[config.mk]
export PLATFORM = sky130hd
export DESIGN_NAME = fifo_stream_reader
export DESIGN_NICKNAME = d
export VERILOG_FILES = /design/src/rtl/fifo_stream_reader_pkg.sv /design/src/rtl/fifo_stream_reader_skid.sv /design/src/rtl/fifo_stream_reader.sv
export SDC_FILE = /design/constraint.sdc
export NUM_CORES = 1
export LEC_CHECK = 0
export CORE_UTILIZATION = 44
export DETAILED_ROUTE_END_ITERATION = 10
export HOLD_SLACK_MARGIN = 0.03
export PLACE_DENSITY = 0.81
export SLEW_MARGIN = 20
export SYNTH_ARGS = -nofsm -noshare
export SYNTH_HDL_FRONTEND = slang
export SYNTH_SLANG_ARGS = --single-unit
[constraint.sdc]
create_clock -name clk -period 5.7 [get_ports clk]
set_clock_uncertainty 0.1 [all_clocks]
set_input_delay 1.14 -clock clk [delete_from_list [all_inputs] [get_ports clk]]
set_output_delay 1.14 -clock clk [all_outputs]
set_load 0.05 [all_outputs]
[src/rtl/fifo_stream_reader_pkg.sv]
// Shared defaults and helpers for the synch_fifo stream reader and its skid buffer.
package fifo_pkg;

   localparam int FIFO_PTR_DEF   = 3;
   localparam int FIFO_WIDTH_DEF = 16;
   localparam int BUF_DEPTH_DEF  = 2;
   localparam int BUF_PTR        = $clog2(BUF_DEPTH_DEF);
   localparam int CNT_WIDTH      = 32;

   // Pointer width for a buffer of the given depth (at least one bit).
   function automatic int ptr_w(input int depth);
      return (depth > 1) ? $clog2(depth) : 1;
   endfunction

endpackage

[src/rtl/fifo_stream_reader_skid.sv]
// DEPTH-entry register skid buffer: push at wr_ptr, pop at rd_ptr, head and valid straight from flops.
module fifo_reader_skid
   import fifo_pkg::*;
#(
   parameter  int WIDTH = FIFO_WIDTH_DEF,
   parameter  int DEPTH = BUF_DEPTH_DEF,
   localparam int PW    = ptr_w(DEPTH)
) (
   input  logic             clk,
   input  logic             rst_n,
   input  logic             push_i,
   input  logic [WIDTH-1:0] push_data_i,
   input  logic             pop_i,
   output logic [PW:0]      cnt_o,
   output logic             valid_o,
   output logic [WIDTH-1:0] head_o
);

   logic [DEPTH-1:0][WIDTH-1:0] mem_q, mem_d;
   logic [PW-1:0]               wr_ptr_q, wr_ptr_d;
   logic [PW-1:0]               rd_ptr_q, rd_ptr_d;
   logic [PW:0]                 cnt_q, cnt_d;

   function automatic logic [PW-1:0] ptr_inc(input logic [PW-1:0] p);
      return (p == PW'(DEPTH - 1)) ? '0 : p + 1'b1;
   endfunction

   always_comb begin
      mem_d    = mem_q;
      wr_ptr_d = wr_ptr_q;
      rd_ptr_d = rd_ptr_q;
      cnt_d    = cnt_q;
      if (push_i) begin
         mem_d[wr_ptr_q] = push_data_i;
         wr_ptr_d        = ptr_inc(wr_ptr_q);
      end
      if (pop_i) begin
         rd_ptr_d = ptr_inc(rd_ptr_q);
      end
      // Simultaneous push and pop leaves the occupancy unchanged.
      case ({push_i, pop_i})
         2'b10:   cnt_d = cnt_q + 1'b1;
         2'b01:   cnt_d = cnt_q - 1'b1;
         default: cnt_d = cnt_q;
      endcase
   end

   always_ff @(posedge clk or negedge rst_n) begin
      if (!rst_n) begin
         mem_q    <= '0;
         wr_ptr_q <= '0;
         rd_ptr_q <= '0;
         cnt_q    <= '0;
      end else begin
         mem_q    <= mem_d;
         wr_ptr_q <= wr_ptr_d;
         rd_ptr_q <= rd_ptr_d;
         cnt_q    <= cnt_d;
      end
   end

   assign cnt_o   = cnt_q;
   assign valid_o = (cnt_q != '0);
   assign head_o  = mem_q[rd_ptr_q];

endmodule

[src/rtl/fifo_stream_reader.sv]
// Read-side master for synch_fifo: issues 1-cycle-latency reads and streams words out as valid/ready.
// Define FIFO_READER_CNT_EN to add the rd_count port counting words accepted downstream.
module fifo_stream_reader
   import fifo_pkg::*;
#(
   parameter int FIFO_PTR   = FIFO_PTR_DEF,
   parameter int FIFO_WIDTH = FIFO_WIDTH_DEF,
   parameter int BUF_DEPTH  = BUF_DEPTH_DEF
) (
   input  logic                  clk,
   input  logic                  rst_n,
   output logic                  fifo_read_en,
   input  logic [FIFO_WIDTH-1:0] fifo_read_data,
   input  logic                  fifo_empty,
   output logic                  out_valid,
   output logic [FIFO_WIDTH-1:0] out_data,
   input  logic                  out_ready
`ifdef FIFO_READER_CNT_EN
   ,
   output logic [CNT_WIDTH-1:0]  rd_count
`endif
);

   localparam int PW = ptr_w(BUF_DEPTH);

   if (!(BUF_DEPTH == 2 || BUF_DEPTH == 4) || BUF_DEPTH > (1 << FIFO_PTR)) begin : g_bad_cfg
      $error("fifo_stream_reader: BUF_DEPTH must be 2 or 4 and no deeper than the FIFO");
   end

   logic          rd_pending_q, rd_pending_d;
   logic          pop;
   logic [PW:0]   buf_cnt;
   logic [PW+1:0] occ;

   assign pop = out_valid & out_ready;

   // Count the in-flight word as occupied so the buffer can never overflow;
   // crediting this cycle's pop lets a full buffer keep streaming at 1 word/cycle.
   always_comb begin
      occ          = (PW+2)'(buf_cnt) + (PW+2)'(rd_pending_q) - (PW+2)'(pop);
      fifo_read_en = rst_n & ~fifo_empty & (occ < (PW+2)'(BUF_DEPTH));
      rd_pending_d = fifo_read_en;
   end

   always_ff @(posedge clk or negedge rst_n) begin
      if (!rst_n) rd_pending_q <= 1'b0;
      else        rd_pending_q <= rd_pending_d;
   end

   fifo_reader_skid #(
      .WIDTH (FIFO_WIDTH),
      .DEPTH (BUF_DEPTH)
   ) u_skid (
      .clk         (clk),
      .rst_n       (rst_n),
      .push_i      (rd_pending_q),
      .push_data_i (fifo_read_data),
      .pop_i       (pop),
      .cnt_o       (buf_cnt),
      .valid_o     (out_valid),
      .head_o      (out_data)
   );

`ifdef FIFO_READER_CNT_EN
   logic [CNT_WIDTH-1:0] rd_count_q, rd_count_d;

   always_comb begin
      rd_count_d = rd_count_q;
      if (pop) rd_count_d = rd_count_q + 1'b1;
   end

   always_ff @(posedge clk or negedge rst_n) begin
      if (!rst_n) rd_count_q <= '0;
      else        rd_count_q <= rd_count_d;
   end

   assign rd_count = rd_count_q;
`endif

endmodule

Yosys cells after proc, flatten, opt, wreduce, memory -nomap -nowiden

Index checks and enable logic that the tools add are counted.

Register bits: 37
Input bits: 20
Output and inout bits: 18

Add/subtract/negate cells: 6
$lt $le $gt $ge: 4
Eq/ne operators: 2
Muxes and demuxes: 8
Bitwise gates (word level): 4
Reduce and logical (&&, ||, !) cells: 3

Operators by type and width:

| kind                                                        | number |
|---|---|
| 2-to-1 mux 16 bit                                           | 3 |
| bitwise mux 32 bit                                          | 1 |
| demux 16 bit (select 1 bit)                                 | 1 |
| less-than comparator 1 x 2 -> 1 bit (second input constant) | 2 |
| one-hot mux 2 bit (2 select lines)                          | 1 |
| nonzero test 2 bit                                          | 2 |
| adder 2 x 1 -> 3 bit                                        | 1 |
| bitwise AND 1 bit                                           | 3 |
| less-than comparator 3 x 2 -> 1 bit (second input constant) | 1 |
| subtractor 3 x 1 -> 3 bit                                   | 1 |
| adder 1 bit (second input constant)                         | 2 |
| adder 2 x 1 -> 2 bit (second input constant)                | 1 |
| equality test 2 x 1 -> 1 bit (second input constant)        | 1 |
| equality test 2 bit (second input constant)                 | 1 |
| 2-to-1 mux 1 bit                                            | 2 |
| subtractor 2 x 1 -> 2 bit (second input constant)           | 1 |
| greater-or-equal comparator 1 bit (second input constant)   | 1 |
| logical AND 1 bit                                           | 1 |
| inverter 1 bit                                              | 1 |

Longest topological paths before layout

Gate-level depths: netlist of the first run.

Depth in word-level cells: 5
Depth in mapped cells: 5

Cells and area by module

Synthesis of the first run repeated with hierarchy kept, for this count alone.

Cells, all modules: 108
Area total of the unflattened synthesis: 1657.8 um^2

By module, submodules not included:

| module             | times used | cells an instance | area an instance (um^2) | sequential area each (um^2) |
|---|---|---|---|---|
| fifo_reader_skid   | 1          | 99                | 1561.5                  | 900.9 |
| fifo_stream_reader | 1          | 9                 | 96.3                    | 25.0 |

Worst setup path after synthesis of the first run

Ideal clock, no wire load.

Kind: input port to output port
Start point: in out_ready
End point: out fifo_read_en
Arrival: 3.103 ns
Data required time: 4.460 ns
Path slack: 1.357 ns
Cell stages on the path: 5
Path buffers: 0
Path through: and3b_1 o21ai_0 fa_1 xor2_1 nor3_1

Longest elaborated chain between the ends: 4

RTL lines:

| element                             | RTL line                 | source |
|---|---|---|
| start, declared                     | fifo_stream_reader.sv:17 | `input logic out_ready` |
| bitwise AND 1 bit                   | fifo_stream_reader.sv:35 | `assign pop = out_valid & out_ready;` |
| subtractor 3 x 1 -> 3 bit           | fifo_stream_reader.sv:40 | `occ = (PW+2)'(buf_cnt) + (PW+2)'(rd_pending_q) - (PW+2)'(pop);` |
| less-than comparator 3 x 2 -> 1 bit | fifo_stream_reader.sv:41 | `fifo_read_en = rst_n & ~fifo_empty & (occ < (PW+2)'(BUF_DEPTH));` |
| bitwise AND 1 bit                   | fifo_stream_reader.sv:41 |  |
| end, declared                       | fifo_stream_reader.sv:12 | `output logic fifo_read_en,` |

Every way passes these cells.

Worst setup path after layout of the first run

Ends and elaborated chain as after synthesis.

==> results.md, run 1 <==
* Vias per cell at 5.15
* Worst-skew pair later-pin latency at 0.28 ns
* CTS tree: yes
* Dpl cells at 192
* Worst hold path startpoint: u_skid.mem_q[11]
* Vias in the first global route at 1115
* Fin crit share at 87.2%
* # diodes at 0
* #FFs+latches synth at 37
* Setup violations, final at 0
* Dpl ws at 0.707 ns
* Synth-to-Final Area Change at 28.5%
* Hold path endpoint: u_skid.mem_q[11]
* Routed WL at 2.93 mm
* Core ar. at 3720 um^2
* Final setup TNS at 0 ns
* Synth Cell Area at 1720 um^2
* Worst setup margin at 0.730 ns
* Die W at 64.5 um
* Share of layout cells above drive strength 1 at 40.1%
* Run status: complete, no violations
* Worst-margin pin slew at 0.742 ns
* Tmin final at 4.97 ns
* Crit end category: output pin
* Area of the die at 4160 um^2
* Flop-to-flop setup slack at 3.81 ns
* Design area at 2210 um^2
* GRT overflow at 0
* IO buf count at 37
* WL/cell at 14.6 um
* Max Slew Vio Count at 0
* Worst setup SP type: input pin
* DP HPWL at 1.97 mm
* Final Hold Viols at 0
* DRC errors left at 0
* FF-to-FF Start: u_skid.cnt_o[1]
* Yosys warning count at 0
* Initial antenna violation count at 0
* Crit path kind: in2out
* Post-cts sizing count at 0
* Global-route wire length before repair at 5.00 mm
* H-tree Lvls at 2
* CTS clk-pin slew, worst paths at 0.07 ns
* Post-CTS Setup Inserts at 0
* Max Cap Viol at 0
* Min-Delay Path Class: reg2reg
* CTS Buf Count at 5
* Routability cong. at 0.681
* Final nets at 172
* Starting density of the core at 46.3%
* Non-Filler Instances at 200
* Rows at 22
* CTS Hold Bufs at 0
* Req. time, crit path at 4.46 ns
* Post-DP Area at 2090 um^2
* Unique masters post-synth at 22
* Global Route Usage Sum at 16.1%
* Clock Root Buffer: clkbuf_8
* Syn_nets at 133
* Worst EP arrival at 3.73 ns
* Max Freq at 201 MHz
* Io pins at 38
* Post-Syn Area per Cell at 15.3 um^2
* Synth top area cells: dfrtp_1, mux2_2, mux2_4
* Rel. slew slack at 50.6%
* Reg2reg end: rd_pending_q
* # clock sinks at 37
* Vias post-DR at 1030
* DRT iter0 DRCs at 14
* FF-to-FF path depth at 5
* Sequential share of the synthesized area at 53.9%
* Antenna-violating nets left at 0
* Pin count of the biggest net entering global routing at 39
* Dominant cell type by area after synthesis: dfrtp_1
* Top cell type's share of synthesized area at 53.9%
* Die H at 64.5 um
* RSZ-0062 raised after global routing: false
* Crit Path Max Fanout at 5
* Hold Path Stages at 1
* Pre-antenna DRT Iters at 3
* Clock buffer depth at 2
* Post-Syn Instances at 112
## registers in the layout (all words and copies together) (netlist names)
register / count
rd_pending_q: 1
u_skid.cnt_o: 2
u_skid.mem_q: 32
u_skid.rd_ptr_q: 1
u_skid.wr_ptr_q: 1
## cell usage after synthesis
cell / instances
mux2_2: 38
xor2_1: 2
and4_1: 1
fa_1: 1
and3b_1: 1
nor2b_1: 1
nor2b_4: 1
nor3_1: 2
nor2_1: 1
mux2_4: 10
o21ai_0: 1
nand2_1: 2
inv_1: 1
xnor2_1: 2
nand2b_1: 1
buf_6: 3
nand2_2: 1
buf_2: 2
dfrtp_1: 37
or2_2: 1
a21oi_1: 2
buf_12: 1
## stage by stage
stage	hold WS (ns)	utilization (%)
after floorplan	0.374	-
after global placement	0.381	56.2
after detailed placement	0.391	56.2
after CTS	0.410	59.4
after global routing	0.427	59.4
final	0.405	59.4
## cell families after synthesis
group / Yosys count / share of synthesized area (%)
adder cells (fa/ha/maj): 1 / 1.16
AO/OA/AOI/OAI: 3 / 0.873
AND/OR/NAND/NOR: 12 / 4.51
buffers and inverters: 7 / 3.93
multiplexers: 48 / 33.6
flip-flops: 37 / 53.9
XOR/XNOR: 4 / 2.04
## how the worst max path moves through the flow
stage	slack, ns	cells past startpoint	start	endpoint
5_1_grt	0.58	7	out_ready	fifo_read_en
3_3_place_gp	0.87	7	out_ready	fifo_read_en
2_1_floorplan	1.36	5	out_ready	fifo_read_en
6_report	0.73	7	out_ready	fifo_read_en
3_5_place_dp	0.71	7	out_ready	fifo_read_en
4_1_cts	0.72	7	out_ready	fifo_read_en
## critical path: stages
cell	delay, ns
clkdlybuf4s50_1	0.54
and3b_1	0.25
o21ai_0	0.13
fa_1	0.41
xor2_1	0.16
nor3_1	0.25
clkdlybuf4s50_1	0.85
## layout by cell type (no fill, tap or decap)
master | netlist | layout
nor2_1 | 1 | 1
and4_1 | 1 | 1
nand2b_1 | 1 | 1
nor2b_1 | 1 | 1
bufinv_16 | 0 | 1
and3b_1 | 1 | 1
nand2_2 | 1 | 1
nand2_1 | 2 | 2
a21oi_1 | 2 | 2
or2_2 | 1 | 1
mux2_2 | 38 | 38
nor2b_4 | 1 | 1
clkinvlp_4 | 0 | 1
mux2_4 | 10 | 10
buf_2 | 2 | 1
xor2_1 | 2 | 2
nor3_1 | 2 | 2
inv_1 | 1 | 1
buf_4 | 0 | 1
xnor2_1 | 2 | 2
o21ai_0 | 1 | 1
dfrtp_1 | 37 | 37
clkdlybuf4s50_1 | 0 | 36
fa_1 | 1 | 1
clkbuf_8 | 0 | 6
## cell type report
cell class	instances	area (um^2)
Clock buffer	6	82.6
Inverter	1	3.75
Tap cell	48	60.1
Sequential cell	37	926
Multi-Input combinational cell	68	726
Fill cell	306	1510
Timing Repair Buffer	38	373
Clock inverter	2	37.5
## layer usage
metal | up-vias | part of all wire [%] | global-route usage [%]
met3 | 5 | 4.5 | 3.52
met1 | 522 | 42 | 17.8
met5 | - | 0 | 0
met4 | 0 | 2.0 | 7.50
li1 | 471 | - | -
met2 | 32 | 51 | 29.2
Power of run 1 is not shown: default switching activity piles up to over one toggle a cycle in this logic, so the estimate is an artifact.
==> inputs of run 2 (changes only) <==
--- a/config.mk
+++ b/config.mk
@@ -5,10 +5,13 @@
 export SDC_FILE = /design/constraint.sdc
 export NUM_CORES = 1
 export LEC_CHECK = 0
+export CELL_PAD_IN_SITES_DETAIL_PLACEMENT = 1
+export CELL_PAD_IN_SITES_GLOBAL_PLACEMENT = 1
 export CORE_UTILIZATION = 44
 export DETAILED_ROUTE_END_ITERATION = 10
 export HOLD_SLACK_MARGIN = 0.03
-export PLACE_DENSITY = 0.81
+export MAX_ROUTING_LAYER = met4
+export PLACE_DENSITY = 0.94
 export SLEW_MARGIN = 20
 export SYNTH_ARGS = -nofsm -noshare
 export SYNTH_HDL_FRONTEND = slang
==> run 2 against run 1 <==
Via count shrank 1.4%. Non-clock buffer count did not move. Critical endpoint unchanged. Setup slack got worse by 0.090 ns.
==> results.md, run 2 (synthesized netlist as in run 1, its figures left out) <==
* Global-route wire length before repair at 5.84 mm
* Setup violations, final at 0
* Final setup TNS at 0 ns
* Fin crit share at 88.8%
* CTS Hold Bufs at 0
* DP HPWL at 2.48 mm
* Die W at 64.5 um
* WL/cell at 17.3 um
* Routability cong. at 0.718
* Worst EP arrival at 3.82 ns
* Initial antenna violation count at 0
* Post-cts sizing count at 0
* Largest Register: u_skid.mem_q
* Pre-antenna DRT Iters at 3
* Area of the die at 4160 um^2
* Max Slew Vio Count at 0
* H-tree Lvls at 2
* Crit path kind: in2out
* Run status: complete, no violations
* IO buf count at 37
* Antenna-violating nets left at 0
* Req. time, crit path at 4.46 ns
* CTS Buf Count at 5
* Worst-skew pair later-pin latency at 0.28 ns
* Synth-to-Final Area Change at 26.5%
* Min-Delay Path Class: reg2reg
* Rows at 22
* DRC errors left at 0
* # diodes at 0
* Vias per cell at 5.08
* Final nets at 172
* Starting density of the core at 46.3%
* Worst-margin pin slew at 0.729 ns
* Vias in the first global route at 1162
* Commonest non-fill, non-tap cell in the layout: mux2_2
* # clock sinks at 37
* Global Route Usage Sum at 19.6%
* Max reg flops at 32
* Pin count of the biggest net entering global routing at 39
* Routed WL at 3.45 mm
* Max Cap Viol at 0
* Worst setup SP type: input pin
* Rel. slew slack at 51.4%
* DRT iter0 DRCs at 20
* Most frequent cells in the layout: mux2_2, dfrtp_1, clkdlybuf4s50_1
* Crit end category: output pin
* CTS tree: yes
* CTS clk-pin slew, worst paths at 0.08 ns
* Post-CTS Setup Inserts at 0
* Crit Path Max Fanout at 5
* Tmin final at 5.06 ns
* Die H at 64.5 um
* Vias post-DR at 1016
* Io pins at 38
* Clock buffer depth at 2
* GRT overflow at 0
* Max Freq at 198 MHz
* Clock Root Buffer: clkbuf_8
* Share of layout cells above drive strength 1 at 40.1%
* RSZ-0062 raised after global routing: false
* Final Hold Viols at 0
* Core ar. at 3720 um^2
-- run 2: changes by cell type in the layout (fill, tap and decap cells not counted) --
cell	before	now
clkinv_2	0	2
clkbuf_8	6	5
bufinv_16	1	0
-- run 2: layout make-up --
| type | count | area [um^2] |
|---|---|---|
| fillers | 362 | 1540 |
| clock inverters | 3 | 17.5 |
| clock buffers | 5 | 68.8 |
| well taps | 48 | 60.1 |
| multi-input cells | 68 | 726 |
| repair buffers | 38 | 373 |
| inverters | 1 | 3.75 |
| flip-flops and latches | 37 | 926 |
-- run 2: path summary, 6_finish.rpt --
check	start	to	slack, ns	cells past startpoint
setup / recovery	out_ready	fifo_read_en	0.64	7
setup reg to reg	u_skid.cnt_o[1]	rd_pending_q	3.77	5
max in group asynchronous	rst_n	u_skid.mem_q[17]	4.38	2
min in group asynchronous	rst_n	u_skid.mem_q[31]	0.79	2
hold reg to reg	u_skid.mem_q[21]	u_skid.mem_q[21]	0.41	1
hold / removal	u_skid.mem_q[21]	u_skid.mem_q[21]	0.41	1
-- run 2: stage by stage --
stage / util, % / worst slack [ns] / cells / hold WS (ns) / instance area [um^2]
floorplan: - / 1.36 / 112 / 0.374 / 1720
global placement: 56.2 / 0.865 / 192 / 0.381 / 2090
detailed placement: 56.2 / 0.685 / 192 / 0.391 / 2090
CTS: 58.5 / 0.614 / 200 / 0.412 / 2170
global route: 58.5 / 0.504 / 200 / 0.430 / 2170
finish: 58.5 / 0.640 / 200 / 0.408 / 2170
-- run 2: critical path: stages --
cell,delay [ns]
clkdlybuf4s50_1,0.57
and3b_1,0.26
o21ai_0,0.14
fa_1,0.53
nand2_1,0.07
nor3_1,0.24
clkdlybuf4s50_1,0.88
-- run 2: layer usage --
metal,wire length [um],up-vias,GRT usage (%)
met4,34,0,6.67
met5,0,-,-
met2,1850,30,32.6
met1,1430,515,24.1
li1,-,469,-
met3,137,2,3.52
Power of run 2 is left out for the same reason.
==> inputs of run 3 (changes only) <==
--- a/config.mk
+++ b/config.mk
@@ -12,7 +12,6 @@
 export HOLD_SLACK_MARGIN = 0.03
 export MAX_ROUTING_LAYER = met4
 export PLACE_DENSITY = 0.94
-export SLEW_MARGIN = 20
 export SYNTH_ARGS = -nofsm -noshare
 export SYNTH_HDL_FRONTEND = slang
 export SYNTH_SLANG_ARGS = --single-unit
==> results of run 3 <==
Final layout, timing and power as in run 2 (identical DEF).
Power of run 3 is left out for the same reason.
